$ cat config.mk
export PLATFORM = sky130hd
export DESIGN_NAME = core_rst_seq
export DESIGN_NICKNAME = d
export VERILOG_FILES = /design/src/rtl/nox_utils_pkg.sv /design/src/rtl/core_rst_seq.sv
export SDC_FILE = /design/constraint.sdc
export NUM_CORES = 1
export LEC_CHECK = 0
export CAP_MARGIN = 10
export CORE_MARGIN = 1
export CORE_UTILIZATION = 53
export CTS_BUF_LIST = sky130_fd_sc_hd__clkbuf_8 sky130_fd_sc_hd__clkbuf_16
export DETAILED_ROUTE_END_ITERATION = 16
export HOLD_SLACK_MARGIN = 0.12
export PLACE_DENSITY = 0.95
export SLEW_MARGIN = 20
export SYNTH_ARGS = -nofsm -noshare
export SYNTH_HDL_FRONTEND = slang
export SYNTH_SLANG_ARGS = --single-unit
$ cat constraint.sdc
create_clock -name clk -period 4.7 [get_ports clk]
set_input_delay 0.94 -clock clk [delete_from_list [all_inputs] [get_ports clk]]
set_output_delay 0.94 -clock clk [all_outputs]
set_load 0.03 [all_outputs]
$ cat src/rtl/nox_utils_pkg.sv
// rtl/nox_utils_pkg.sv - shared types and helpers for core reset sequencing
package nox_utils_pkg;

    typedef enum logic [1:0] {
        RST_SEQ_IDLE,
        RST_SEQ_DRAIN,
        RST_SEQ_HOLD
    } rst_seq_state_t;

    // One spare bit above the largest count keeps the counter from ever wrapping.
    function automatic int rst_seq_cnt_width(input int hold_cycles, input int drain_timeout);
        int max_cnt;
        max_cnt = (hold_cycles > drain_timeout) ? hold_cycles : drain_timeout;
        return $clog2(max_cnt) + 1;
    endfunction

endpackage

$ cat src/rtl/core_rst_seq.sv
// rtl/core_rst_seq.sv - core reset sequencer: drain the bus, hold reset, present boot vector
module core_rst_seq
    import nox_utils_pkg::*;
#(
    parameter int HOLD_CYCLES   = 16,
    parameter int DRAIN_TIMEOUT = 256
) (
    input  logic        clk,
    input  logic        rst,
    input  logic [31:0] rst_addr_i,
    input  logic        sw_rst_req_i,
    input  logic        bus_idle_i,
    output logic        core_rst_o,
    output logic [31:0] boot_addr_o,
    output logic        busy_o,
    output logic        timeout_o
);

    localparam int CNT_W = rst_seq_cnt_width(HOLD_CYCLES, DRAIN_TIMEOUT);
    localparam logic [CNT_W-1:0] HOLD_LOAD  = CNT_W'(HOLD_CYCLES - 1);
    localparam logic [CNT_W-1:0] DRAIN_LAST = CNT_W'(DRAIN_TIMEOUT - 1);

    rst_seq_state_t   state_ff;
    rst_seq_state_t   state_nx;
    logic [CNT_W-1:0] cnt_ff;
    logic [CNT_W-1:0] cnt_nx;
    logic [31:0]      addr_seen_ff;
    logic [31:0]      boot_addr_nx;
    logic             timeout_nx;
    logic             trigger;

    assign trigger = sw_rst_req_i || (rst_addr_i != addr_seen_ff);

    always_comb begin
        state_nx     = state_ff;
        cnt_nx       = cnt_ff;
        boot_addr_nx = boot_addr_o;
        timeout_nx   = 1'b0;
        case (state_ff)
            RST_SEQ_IDLE: begin
                if (trigger) begin
                    state_nx = RST_SEQ_DRAIN;
                    cnt_nx   = '0;
                end
            end
            RST_SEQ_DRAIN: begin
                // Triggers are dropped here: the pending sequence already covers them.
                if (bus_idle_i) begin
                    state_nx = RST_SEQ_HOLD;
                    cnt_nx   = HOLD_LOAD;
                end else if (cnt_ff == DRAIN_LAST) begin
                    state_nx   = RST_SEQ_HOLD;
                    cnt_nx     = HOLD_LOAD;
                    timeout_nx = 1'b1;
                end else begin
                    cnt_nx = cnt_ff + CNT_W'(1);
                end
            end
            RST_SEQ_HOLD: begin
                if (trigger) begin
                    cnt_nx = HOLD_LOAD;
                end else if (cnt_ff == '0) begin
                    state_nx     = RST_SEQ_IDLE;
                    boot_addr_nx = rst_addr_i;
                end else begin
                    cnt_nx = cnt_ff - CNT_W'(1);
                end
            end
            default: begin
                state_nx = RST_SEQ_HOLD;
                cnt_nx   = HOLD_LOAD;
            end
        endcase
    end

    always_ff @(posedge clk) begin
        addr_seen_ff <= rst_addr_i;
        if (rst) begin
            state_ff    <= RST_SEQ_HOLD;
            cnt_ff      <= HOLD_LOAD;
            core_rst_o  <= 1'b1;
            boot_addr_o <= '0;
            busy_o      <= 1'b1;
            timeout_o   <= 1'b0;
        end else begin
            state_ff    <= state_nx;
            cnt_ff      <= cnt_nx;
            core_rst_o  <= (state_nx == RST_SEQ_HOLD);
            boot_addr_o <= boot_addr_nx;
            busy_o      <= (state_nx != RST_SEQ_IDLE);
            timeout_o   <= timeout_nx;
        end
    end

endmodule

==> flow_metrics.env <==
export IMPL_outcome="finished clean"
export IMPL_busiest_layer="met2"
export IMPL_cts_root_buffer="clkbuf_8"
export IMPL_synth_compound_area_share_pct=12.7
export IMPL_synth_sequential_area_ratio_pct=49.8
export IMPL_detailedRoute_firstIterationViolations=245
export IMPL_netSwitchingFraction_pct=22.2
export IMPL_max_slew_margin_pct=55.4
export IMPL_post_cts_resized=0
export IMPL_antenna_fix_cells=0
export IMPL_cp_arrival_ns=3.60
export IMPL_max_clk_rate_ghz=0.301
export IMPL_postSynth_topFlopCell="dfxtp_1"
export IMPL_yosys_area_top_type="dfxtp_1"
export IMPL_design_die_area_um2=6230
export IMPL_synth_seq_cells=78
export IMPL_yosysUniqueCellTypes=43
export IMPL_cts_sinks=78
export IMPL_antenna_found_initial=0
export IMPL_clock_insertion_delay_at_the_later_pin_of_the_skew_report_ns=0.35
export IMPL_worstReg2RegStart="cnt_ff[2]$_SDFFE_PP1P_"
export IMPL_hpwl_um=5540
export IMPL_viasPerCell=5.90
export IMPL_worstSetupStartpointType="input pin"
export IMPL_worst_setup_hold_path_clk_slew_ns=0.07
export IMPL_routed_wl_um=8360
export IMPL_synth_xor_xnor_area_share_pct=10.1
export IMPL_ys_top_cells_by_area="dfxtp_1 50%, xnor2_1 9.2%, nand3_1 6.1%"
export IMPL_syn_nets=382
export IMPL_grt_max_degree=42
export IMPL_die_width_um=78.9
export IMPL_dpl_worst_slack_ns=1.21
export IMPL_period_needed_ns=3.32
export IMPL_placement_io_buffers=70
export IMPL_die_y_um=78.9
export IMPL_cts_buffers=9
export IMPL_drc_errors=0
export IMPL_postSynth_asyncResetShare_pct=0
export IMPL_synthesis_instances=343
export IMPL_finalWorstSetupSlack_ns=1.38
export IMPL_worst_endpoint_required_ns=4.98
export IMPL_final_min_period_over_clock_period_pct=70.7
export IMPL_peakVddDrop_v=0.000156
export IMPL_io_pins=71
export IMPL_core_um2=5610
export IMPL_global_route_wire_length_before_repair_um=13500
export IMPL_synth_warnings=0
export IMPL_timing_critical_path_to_type="flip-flop"
export IMPL_slew_violations=0
export IMPL_routed_via_count=2854
export IMPL_post_synth_top_count_cell="dfxtp_1"
export IMPL_worst_slew_pin_transition_ns=0.668
export IMPL_share_of_final_layout_standard_cells_stronger_than_drive_strength_1_pct=6.31
export IMPL_gr_usage_met3_pct=7.47
export IMPL_worstHoldPathType="flip-flop to flip-flop"
export IMPL_post_cts_hold_buffer_count=0
export IMPL_area_growth_pct=29.3
export IMPL_drt_pass1_iterations=5
export IMPL_pwr_share_seq_pct=54.7
export IMPL_worst_r2r_endpoint="boot_addr_o[20]$_SDFFE_PP0P_"
export IMPL_drtAntennaViolNets=0
export IMPL_post_synth_and_or_nand_nor_area_fraction_pct=21.3
export IMPL_leakagePower_nw=1.39
export IMPL_worst_hold_path_stage_count=2
export IMPL_synth_cell_area_um2=3140
export IMPL_grt_met2_usage_pct=48.1
export IMPL_hold_path_startpoint="boot_addr_o[22]$_SDFFE_PP0P_"
export IMPL_r2r_worst_path_cells=8
export IMPL_std_cell_rows=27
export IMPL_clock_tree_buffer_depth=2
export IMPL_setup_reg_to_reg_worst_slack_ns=1.80
export IMPL_global_route_usage_total_pct=28.5
export IMPL_setup_tns_ns=0
export IMPL_syn_area_per_cell_um2=9.14
export IMPL_post_cts_buffers=0
export IMPL_yosysTopAreaCellShare_pct=49.8
export IMPL_synth_top_family_by_area="simple AND/OR/NAND/NOR gates"
export IMPL_post_drt_wl_per_cell_um=17.3
export IMPL_power_density_nw_per_um2=307
export IMPL_worst_hold_path_endpoint="boot_addr_o[22]$_SDFFE_PP0P_"
export IMPL_global_route_usage_met1_pct=33.8
export IMPL_rsz0062_at_grt="false"
export IMPL_switching_power_mw=0.277
export IMPL_internal_power_consumption_mw=0.969
export IMPL_dpl_cell_count=468
export IMPL_filler_cell_count=373
export IMPL_synthTopCellsByCount="78 x dfxtp_1, 40 x nand2_1, 38 x nand3_1, 37 x a21oi_1, 33 x xnor2_1"
export IMPL_cap_viol_max_count=0
export IMPL_finalHoldViolCount=0
export IMPL_totalPowerFinal_mw=1.25
export IMPL_power_share_clock_pct=38.6
export IMPL_comb_power_share_pct=6.7
export IMPL_critical_path_type="input pin to flip-flop"
export IMPL_tritoncts="done"
export IMPL_synth_area_mux_share_pct=0.958
export IMPL_setup_viol=0
export IMPL_synth_edff_count=0
export IMPL_gp_congestion=0.873
export IMPL_synth_fa_ha_area_share_pct=1.20
export IMPL_htree_levels=3
export IMPL_finalNetCount=446
export IMPL_grt_pass1_vias=2764
export IMPL_initial_core_util_pct=55.9
export IMPL_worst_path_max_fanout=17
export IMPL_clock_skew_final_ns=0.00751
export IMPL_grt_ovf=0
export IMPL_finalNonFillerCells=484
-- power by group through the flow --
stage	Sequential, mW	Clock [mW]	Combinational (mW)
after floorplan	0.696	0	0.0321
after global placement	0.696	0	0.0789
after detailed placement	0.697	0	0.0802
after CTS	0.682	0.486	0.0825
after global routing	0.683	0.516	0.0873
final	0.682	0.481	0.0829
-- final cells by class --
| class | count | area (µm²) | share of cell area [%] |
|---|---|---|---|
| clock buffers | 13 | 179 | 4.41 |
| clock inverters | 3 | 17.5 | 0.432 |
| inverters | 5 | 18.8 | 0.463 |
| multi-input cells | 238 | 1450 | 35.7 |
| flip-flops and latches | 78 | 1560 | 38.5 |
| well taps | 72 | 90.1 | 2.22 |
| repair buffers | 75 | 738 | 18.2 |
-- routing by layer --
metal / vias up / share of wire (%)
li1: 1326 / -
met1: 1349 / 40
met2: 157 / 49
met3: 22 / 8.4
met4: 0 / 2.6
met5: - / 0
-- stage by stage --
stage | cell area [µm²] | hold slack, ns | util [%]
detailed placement | 3860 | 0.445 | 68.8
global route | 4050 | 0.471 | 72.3
finish | 4050 | 0.454 | 72.3
floorplan | 3140 | 0.448 | -
global placement | 3860 | 0.439 | 68.8
CTS | 4050 | 0.454 | 72.3
-- registers in the layout, indices dropped and copies added (netlist names) --
name / flops
addr_seen_ff: 32
boot_addr_o: 32
busy_o: 1
cnt_ff: 9
core_rst_o: 1
state_ff: 2
timeout_o: 1
-- worst max-delay path by stage --
stage               slack, ns  cells past startpoint                            to      startpoint
detailed placement       1.21                      8  boot_addr_o[18]$_SDFFE_PP0P_   rst_addr_i[6]
finish                   1.38                      8  boot_addr_o[21]$_SDFFE_PP0P_   rst_addr_i[3]
global placement         1.28                      8  boot_addr_o[29]$_SDFFE_PP0P_  rst_addr_i[11]
CTS                      1.42                      8  boot_addr_o[21]$_SDFFE_PP0P_   rst_addr_i[3]
global route             1.24                      8  boot_addr_o[21]$_SDFFE_PP0P_   rst_addr_i[8]
floorplan                2.28                      8        cnt_ff[2]$_SDFFE_PP1P_  rst_addr_i[29]
-- layout by cell type (no fill, tap or decap), types with 8 or more instances in the layout --
master	instances
nand3_1	38
nand2_1	40
clkdlybuf4s50_1	70
clkbuf_8	13
nor2_1	10
a21oi_1	37
nand4_1	13
o21ai_0	8
xnor2_1	33
dfxtp_1	78
-- critical path: stages --
cell and delay, ns:
clkdlybuf4s50_1 0.49, xnor2_1 0.27, nand4_1 0.17, nor3_1 0.40
and3_1 0.67, buf_4 0.34, nand3_1 0.13, a21oi_1 0.17
-- logic make-up after synthesis --
family | count (synthesis)
compound gates | 65
xor+xnor | 36
fa+ha+maj | 3
buf+inv | 27
flops | 78
mux | 3
simple gates | 131
Power figures use the tool's default switching activity.
